### src/rtl/cache_arbiter_if.sv
// Cache-side and memory-side signal bundle for the I/D cache arbiter.
// The slave modport is the arbiter's view; master is the environment's view.
interface cache_arbiter_if #(
    parameter int unsigned ADDR_WIDTH = 16,
    parameter int unsigned LINE_WIDTH = 128
);
    logic                  icache_read;
    logic [ADDR_WIDTH-1:0] icache_address;
    logic [LINE_WIDTH-1:0] icache_rdata;
    logic                  icache_resp;

    logic                  dcache_read;
    logic                  dcache_write;
    logic [ADDR_WIDTH-1:0] dcache_address;
    logic [LINE_WIDTH-1:0] dcache_wdata;
    logic [LINE_WIDTH-1:0] dcache_rdata;
    logic                  dcache_resp;

    logic                  pmem_read;
    logic                  pmem_write;
    logic [ADDR_WIDTH-1:0] pmem_address;
    logic [LINE_WIDTH-1:0] pmem_wdata;
    logic [LINE_WIDTH-1:0] pmem_rdata;
    logic                  pmem_resp;

    logic                  grant_sel;

    modport slave (
        input  icache_read, icache_address,
        output icache_rdata, icache_resp,
        input  dcache_read, dcache_write, dcache_address, dcache_wdata,
        output dcache_rdata, dcache_resp,
        output pmem_read, pmem_write, pmem_address, pmem_wdata,
        input  pmem_rdata, pmem_resp,
        output grant_sel
    );

    modport master (
        output icache_read, icache_address,
        input  icache_rdata, icache_resp,
        output dcache_read, dcache_write, dcache_address, dcache_wdata,
        input  dcache_rdata, dcache_resp,
        input  pmem_read, pmem_write, pmem_address, pmem_wdata,
        output pmem_rdata, pmem_resp,
        input  grant_sel
    );
endinterface

### src/rtl/cache_arbiter.sv
// Two-requester arbiter sharing one physical-memory port between I- and D-cache.
// Ties alternate via last_grant; every transaction is followed by one IDLE cycle.
module cache_arbiter #(
    parameter int unsigned ADDR_WIDTH = 16,
    parameter int unsigned LINE_WIDTH = 128
) (
    input  logic            clk,
    input  logic            rst_n,
    cache_arbiter_if.slave  bus
);
    typedef enum logic [1:0] {
        IDLE    = 2'd0,
        SERVE_I = 2'd1,
        SERVE_D = 2'd2
    } state_t;

    state_t                state;
    state_t                state_d;
    logic                  last_grant;
    logic                  grant_sel_q;
    logic                  write_q;
    logic [ADDR_WIDTH-1:0] addr_q;
    logic [LINE_WIDTH-1:0] wdata_q;
    logic                  d_req;
    logic                  take_i;
    logic                  take_d;
    logic                  done;

    // State register
    always_ff @(posedge clk or negedge rst_n) begin
        if (!rst_n) state <= IDLE;
        else        state <= state_d;
    end

    // Next-state: D wins a tie unless it was the last one served
    always_comb begin
        state_d = state;
        take_i  = 1'b0;
        take_d  = 1'b0;
        done    = 1'b0;
        d_req   = bus.dcache_read | bus.dcache_write;
        case (state)
            IDLE: begin
                if (d_req && (!bus.icache_read || !last_grant)) begin
                    take_d  = 1'b1;
                    state_d = SERVE_D;
                end else if (bus.icache_read) begin
                    take_i  = 1'b1;
                    state_d = SERVE_I;
                end
            end
            SERVE_I, SERVE_D: begin
                if (bus.pmem_resp) begin
                    done    = 1'b1;
                    state_d = IDLE;
                end
            end
            default: state_d = IDLE;
        endcase
    end

    // Request capture at grant; memory side only ever sees these copies
    always_ff @(posedge clk or negedge rst_n) begin
        if (!rst_n) begin
            last_grant  <= 1'b0;
            grant_sel_q <= 1'b0;
            write_q     <= 1'b0;
            addr_q      <= '0;
            wdata_q     <= '0;
        end else begin
            if (take_i) begin
                addr_q      <= bus.icache_address;
                write_q     <= 1'b0;
                grant_sel_q <= 1'b0;
            end
            if (take_d) begin
                addr_q      <= bus.dcache_address;
                write_q     <= bus.dcache_write;
                grant_sel_q <= 1'b1;
                if (bus.dcache_write) wdata_q <= bus.dcache_wdata;
            end
            if (done) last_grant <= (state == SERVE_D);
        end
    end

    assign bus.pmem_read    = (state != IDLE) && !write_q;
    assign bus.pmem_write   = (state != IDLE) &&  write_q;
    assign bus.pmem_address = addr_q;
    assign bus.pmem_wdata   = wdata_q;
    assign bus.grant_sel    = grant_sel_q;

    assign bus.icache_rdata = bus.pmem_rdata;
    assign bus.dcache_rdata = bus.pmem_rdata;
    assign bus.icache_resp  = (state == SERVE_I) && bus.pmem_resp;
    assign bus.dcache_resp  = (state == SERVE_D) && bus.pmem_resp;
endmodule

### src/flat_wrapper.sv
// flat-port wrapper written by rule: the top's interface ports become plain ports
module cache_arbiter_flat 
#(
    parameter int unsigned ADDR_WIDTH = 16,
    parameter int unsigned LINE_WIDTH = 128
)
  (clk, rst_n, bus_icache_read, bus_icache_address, bus_icache_rdata, bus_icache_resp, bus_dcache_read, bus_dcache_write, bus_dcache_address, bus_dcache_wdata, bus_dcache_rdata, bus_dcache_resp, bus_pmem_read, bus_pmem_write, bus_pmem_address, bus_pmem_wdata, bus_pmem_rdata, bus_pmem_resp, bus_grant_sel);
  cache_arbiter_if #(.ADDR_WIDTH(ADDR_WIDTH), .LINE_WIDTH(LINE_WIDTH)) bus_i ();
  input  logic clk;
  input  logic rst_n;
  input wire logic [$bits(bus_i.icache_read)-1:0] bus_icache_read;
  input wire logic [$bits(bus_i.icache_address)-1:0] bus_icache_address;
  output wire logic [$bits(bus_i.icache_rdata)-1:0] bus_icache_rdata;
  output wire logic [$bits(bus_i.icache_resp)-1:0] bus_icache_resp;
  input wire logic [$bits(bus_i.dcache_read)-1:0] bus_dcache_read;
  input wire logic [$bits(bus_i.dcache_write)-1:0] bus_dcache_write;
  input wire logic [$bits(bus_i.dcache_address)-1:0] bus_dcache_address;
  input wire logic [$bits(bus_i.dcache_wdata)-1:0] bus_dcache_wdata;
  output wire logic [$bits(bus_i.dcache_rdata)-1:0] bus_dcache_rdata;
  output wire logic [$bits(bus_i.dcache_resp)-1:0] bus_dcache_resp;
  output wire logic [$bits(bus_i.pmem_read)-1:0] bus_pmem_read;
  output wire logic [$bits(bus_i.pmem_write)-1:0] bus_pmem_write;
  output wire logic [$bits(bus_i.pmem_address)-1:0] bus_pmem_address;
  output wire logic [$bits(bus_i.pmem_wdata)-1:0] bus_pmem_wdata;
  input wire logic [$bits(bus_i.pmem_rdata)-1:0] bus_pmem_rdata;
  input wire logic [$bits(bus_i.pmem_resp)-1:0] bus_pmem_resp;
  output wire logic [$bits(bus_i.grant_sel)-1:0] bus_grant_sel;
  assign bus_i.icache_read = bus_icache_read;
  assign bus_i.icache_address = bus_icache_address;
  assign bus_icache_rdata = bus_i.icache_rdata;
  assign bus_icache_resp = bus_i.icache_resp;
  assign bus_i.dcache_read = bus_dcache_read;
  assign bus_i.dcache_write = bus_dcache_write;
  assign bus_i.dcache_address = bus_dcache_address;
  assign bus_i.dcache_wdata = bus_dcache_wdata;
  assign bus_dcache_rdata = bus_i.dcache_rdata;
  assign bus_dcache_resp = bus_i.dcache_resp;
  assign bus_pmem_read = bus_i.pmem_read;
  assign bus_pmem_write = bus_i.pmem_write;
  assign bus_pmem_address = bus_i.pmem_address;
  assign bus_pmem_wdata = bus_i.pmem_wdata;
  assign bus_i.pmem_rdata = bus_pmem_rdata;
  assign bus_i.pmem_resp = bus_pmem_resp;
  assign bus_grant_sel = bus_i.grant_sel;
  cache_arbiter #(.ADDR_WIDTH(ADDR_WIDTH), .LINE_WIDTH(LINE_WIDTH)) u_core (.clk(clk), .rst_n(rst_n), .bus(bus_i));
endmodule
### config.mk
export PLATFORM = sky130hd
export DESIGN_NAME = cache_arbiter_flat
export DESIGN_NICKNAME = d
export VERILOG_FILES = /design/src/rtl/cache_arbiter_if.sv /design/src/rtl/cache_arbiter.sv /design/src/flat_wrapper.sv
export SDC_FILE = /design/constraint.sdc
export NUM_CORES = 1
export LEC_CHECK = 0
export CAP_MARGIN = 30
export CORE_AREA = 2 2 269 271
export CTS_CLUSTER_DIAMETER = 200
export DETAILED_ROUTE_END_ITERATION = 10
export DIE_AREA = 0 0 271 273
export PLACE_DENSITY = 0.33
export SLEW_MARGIN = 30
export SYNTH_ARGS = -nofsm -noshare
export SYNTH_HDL_FRONTEND = slang
export SYNTH_SLANG_ARGS = --single-unit
### constraint.sdc
create_clock -name clk -period 2.2 [get_ports clk]
set_input_delay 0.33 -clock clk [delete_from_list [all_inputs] [get_ports clk]]
set_output_delay 0.33 -clock clk [all_outputs]
set_load 0.05 [all_outputs]
# --- Word level (Yosys, flattened, before mapping) ---
# Cells that the tools add are included.
word_totals:
  reg_bits: 149
  in_bits: 294
  out_inout_bits: 405
  elab_cells: 42
classes:
  n_eq_ne: 4
  mux: 16
  bitwise_logic: 1
  n_reduce_logical: 15
ops:
  columns: ["cell", "n"]
  rows:
  - ["$mux 16", 2]
  - ["$mux 1", 10]
  - ["$mux 2", 3]
  - ["$logic_and 1x1->1", 5]
  - ["$pmux 2 s2", 1]
  - ["$reduce_and 2->1", 2]
  - ["$reduce_bool 2->1", 2]
  - ["$logic_not 1->1", 3]
  - ["$ne 3x2->1 const B", 1]
  - ["$eq 2x1->1 const B", 1]
  - ["$eq 2x2->1 const B", 1]
  - ["$logic_not 2->1", 1]
  - ["$ne 2x2->1 const B", 1]
  - ["$reduce_or 2->1", 1]
  - ["$logic_or 1x1->1", 1]
  - ["$or 1x1->1", 1]

# --- Logic depth before layout (Yosys ltp) ---
depth:
  depth_word: 7
  mapped_depth: 7

# --- Least setup slack after synthesis ---
# No wires, ideal clock.
synth_path:
  kind: "reg2out"
  from: "register u_core.state[0]"
  to: "output port bus_pmem_write"
  arrival_ns: 1.585
  required_ns: 1.870
  setup_slack_ns: 0.285
  stages_incl_launch_ff: 5
  n_path_buf: 1
  cell_sequence: "dfrtp_1 -> inv_1 -> ha_1 -> clkbuf_1 -> nor2b_1"
synth_via:
  elab_chain_cells: 2
synth_rtl:
  columns: ["element", "line", "text"]
  rows:
  - ["from (decl)", "cache_arbiter.sv:17", "state_t state;"]
  - ["from (signal assigned)", "cache_arbiter.sv:32", "else state <= state_d;"]
  - ["$reduce_bool 2->1", "cache_arbiter.sv:87", "assign bus.pmem_write = (state != IDLE) && write_q;"]
  - ["$logic_and 1x1->1", "cache_arbiter.sv:87", null]
  - ["to (decl)", "flat_wrapper.sv:22", "output wire logic [$bits(bus_i.pmem_write)-1:0] bus_pmem_write;"]
# Every way passes these cells.

# --- Worst setup path in the final report ---
layout_path:
  from: "register u_core.wdata_q[47], in the netlist u_core.bus.pmem_wdata[47]"
  to: "output port bus_pmem_wdata[47]"
layout_rtl:
  columns: ["element", "line", "text"]
  rows:
  - ["from (decl)", "cache_arbiter.sv:23", "logic [LINE_WIDTH-1:0] wdata_q;"]
  - ["from (signal assigned)", "cache_arbiter.sv:80", "if (bus.dcache_write) wdata_q <= bus.dcache_wdata;"]
  - ["to (decl)", "flat_wrapper.sv:24", "output wire logic [$bits(bus_i.pmem_wdata)-1:0] bus_pmem_wdata;"]
# No word-level cell between the ends.

==> metrics <==
PwrDens=roughly 1700 nW/um2; routed length on met2=about 11 mm; synthesized area=approximately 8000 um2; DP Cell Count=roughly 1600; worst r2r path cells=7; Worst path depth=1; initial DRC count=approximately 150; fmax=roughly 0.48 GHz; post-synthesis sequential area ratio=a little under half; GP Congestion=between 0.6 and 0.7; Slew HR=around 44%; CP required=between 1.5 and 2 ns; Worst Hold Class=in2async; layout cells sized above 1=11.5%; Period minus WS final=2.07 ns; DR pass1 iterations=4; GRT Util Overall=about 6.5%; # setup viols final=0; CTS buffer count=17; Fillers=~7900; clock buffer depth=2; CTS tree=yes; Yosys reg bits=approximately 150; slowest stage delay, CP=about 0.85 ns; Post-Syn Instances=roughly 640; vias=~4600; cell family with most CP delay=buffers and inverters; worst-path fanout max=2; top-count cell post-synth=buf_4; initial antenna violation count=0; critical path, cell by cell=clkdlybuf4s50_1; synth top area cells=dfrtp_1 48%, buf_4 26%, mux2_1 16%; Startpoint Class=flip-flop; ys flop type=dfrtp_1; Final HPWL DP=18.1 mm; diodes inserted=0; clock sinks=149; static leakage=4.13 nW; metal3 WL=3.45 mm; Critical R2R Launch=u_core.state[0]$_DFFE_PN0P_; list of most frequent post-synthesis cells=271 x buf_4, 149 x dfrtp_1, 109 x mux2_1; post-route clock period utilization=~94%; H-Tree Depth=4; detail-routed via count per cell=roughly 2.7; Final Net Count=about 1000; count of flip-flops with a built-in enable after synthesis=0; Slew Limit Fails=0; core area=71000 um2; root buffer cell=clkbuf_16; Worst Setup SP=u_core.bus.pmem_wdata[47]$_DFFE_PN0P_; Syn Area/Cell=between 10 and 15 um2; post-route ant nets=0; Final Hold Fails=0; yosys warns=0; DR top layer=met4; Fin Hold WS=0.337 ns; Avg WL per Cell=roughly 14 um; RSZ-0062 raised after global routing=no; max cap viols=0; Worst-Margin Slew=just over 0.8 ns; area grow syn2layout=40.0%; syn_nets=around 940; CP bufs+invs=1; io pins=699; synth unique cells=25; die area=between 70000 and 80000 um2; slowest cell on the critical path=clkdlybuf4s50_1; final wirelength=around 24 mm; met1 WL=8.10 mm; register area=~3700 um2; share of the synthesized area in the top cell type=47.9%; dominant cell type by area after synthesis=dfrtp_1; sum of negative setup slack=0 ns; CP Class=reg2out; latest clock arrival within the worst-skew pair=~0.48 ns; die height=~270 um; vias in the first global route=just over 5000; number of remaining DRC errors=0; status=completed; global-route wire length before repair=around 35 mm; GR Overflow Total=0; Clock transition at path regs=about 0.08 ns; Max VDD drop=0.689 mV; DIE WIDTH=around 270 um; clk_skew=0.0177 ns; Finished Layout Cells=1681; multi-input logic area=approximately 2000 um2; FP Rows=98; IO Port Bufs=~310; crit path DAT=1.74 ns; largest net degree at the start of global routing=46; CP Capture Type=primary output; FFs w/ async S/R, synth=100%; starting density of the core=between 10 and 15%
-- final cells by class --
type,count,area share (%)
repair buffers,334,31.2
flip-flops and latches,149,34.2
clock inverters,15,1.45
well taps,950,10.9
multi-input cells,214,18.2
inverters,2,0.0689
clock buffers,17,3.90
-- power breakdown --
| group | leakage [nW] | internal, mW | switching (mW) |
|---|---|---|---|
| Combinational | 2.09 | 4.00 | 7.14 |
| Clock | 0.285 | 1.52 | 1.49 |
| Sequential | 1.76 | 4.15 | 0.703 |
| Total | 4.13 | 9.67 | 9.34 |
-- cells in the final DEF, fill, tap and decap left out --
cell type,netlist,layout
mux2_1,109,109
inv_6,0,5
a21bo_2,1,1
clkinv_4,0,2
nor2b_1,2,1
nand2b_1,1,1
a22o_1,1,1
buf_6,0,3
inv_8,0,5
nand2_1,18,18
dfrtp_1,149,149
mux2_2,20,20
nor2b_2,0,1
clkinvlp_4,0,1
ha_1,3,3
clkdlybuf4s50_1,0,307
a2bb2oi_4,1,1
o31ai_1,16,16
a21o_1,1,1
inv_1,2,2
o2bb2ai_2,1,1
clkinv_8,0,2
buf_4,271,14
a21oi_4,0,1
dlygate4sd3_1,0,1
nor3_1,1,1
a21oi_1,16,16
and2_1,2,2
buf_12,0,9
a32o_1,2,2
clkbuf_16,0,17
nor2_1,17,17
o31ai_4,1,1
-- metal layers --
metal,GRT usage (%),vias to the layer above
met1,6.13,2166
li1,-,2040
met3,4.60,93
met4,4.68,0
met5,0,-
met2,10.0,319
-- state kept, by name, summed over array words and instances (netlist names) --
name and cells:
u_core.bus.grant_sel 1, u_core.bus.pmem_address 16, u_core.bus.pmem_wdata 128, u_core.last_grant 1
u_core.state 2, u_core.write_q 1
-- path summary, 6_finish.rpt --
check | endpoint | slack, ns
worst max register to register | u_core.bus.pmem_wdata[15]$_DFFE_PN0P_ | 0.33
worst min register to register | u_core.bus.pmem_address[13]$_DFFE_PN0P_ | 0.48
worst max-delay path | bus_pmem_wdata[47] | 0.13
max in group asynchronous | u_core.bus.pmem_wdata[7]$_DFFE_PN0P_ | 1.13
worst min-delay path | u_core.bus.pmem_wdata[95]$_DFFE_PN0P_ | 0.34
min in group clk | u_core.bus.pmem_wdata[55]$_DFFE_PN0P_ | 0.45
-- kinds of logic after synthesis --
| logic type | after synthesis | synth area share [%] |
|---|---|---|
| AOI/OAI and AO/OA | 41 | 4.08 |
| adders and majority gates | 3 | 0.482 |
| muxes | 129 | 18.7 |
| buffers and inverters | 281 | 26.7 |
| DFF | 149 | 47.9 |
| and+or+nand+nor | 41 | 2.15 |
-- what timing repair did --
action                                  in CTS  in global routing
hold buffers                                 1                  0
gates cloned                                 0                  0
endpoints found under the setup margin       1                  2
hold endpoints to repair                    39                  0
setup buffers                                0                  0
resized for setup                            1                  2
-- metrics by stage --
stage / util (%) / setup slack [ns] / cell area [um2] / power (mW)
2_1_floorplan: - / 0.285 / 7780 / 13.2
5_1_grt: 15.3 / 0.0344 / 10900 / 20.1
3_3_place_gp: 14.5 / 0.144 / 10300 / 16.3
3_5_place_dp: 14.5 / 0.127 / 10300 / 16.2
4_1_cts: 15.3 / 0.00335 / 10900 / 19.5
6_report: 15.3 / 0.132 / 10900 / 19.0
(Power assumes the default switching activity.)
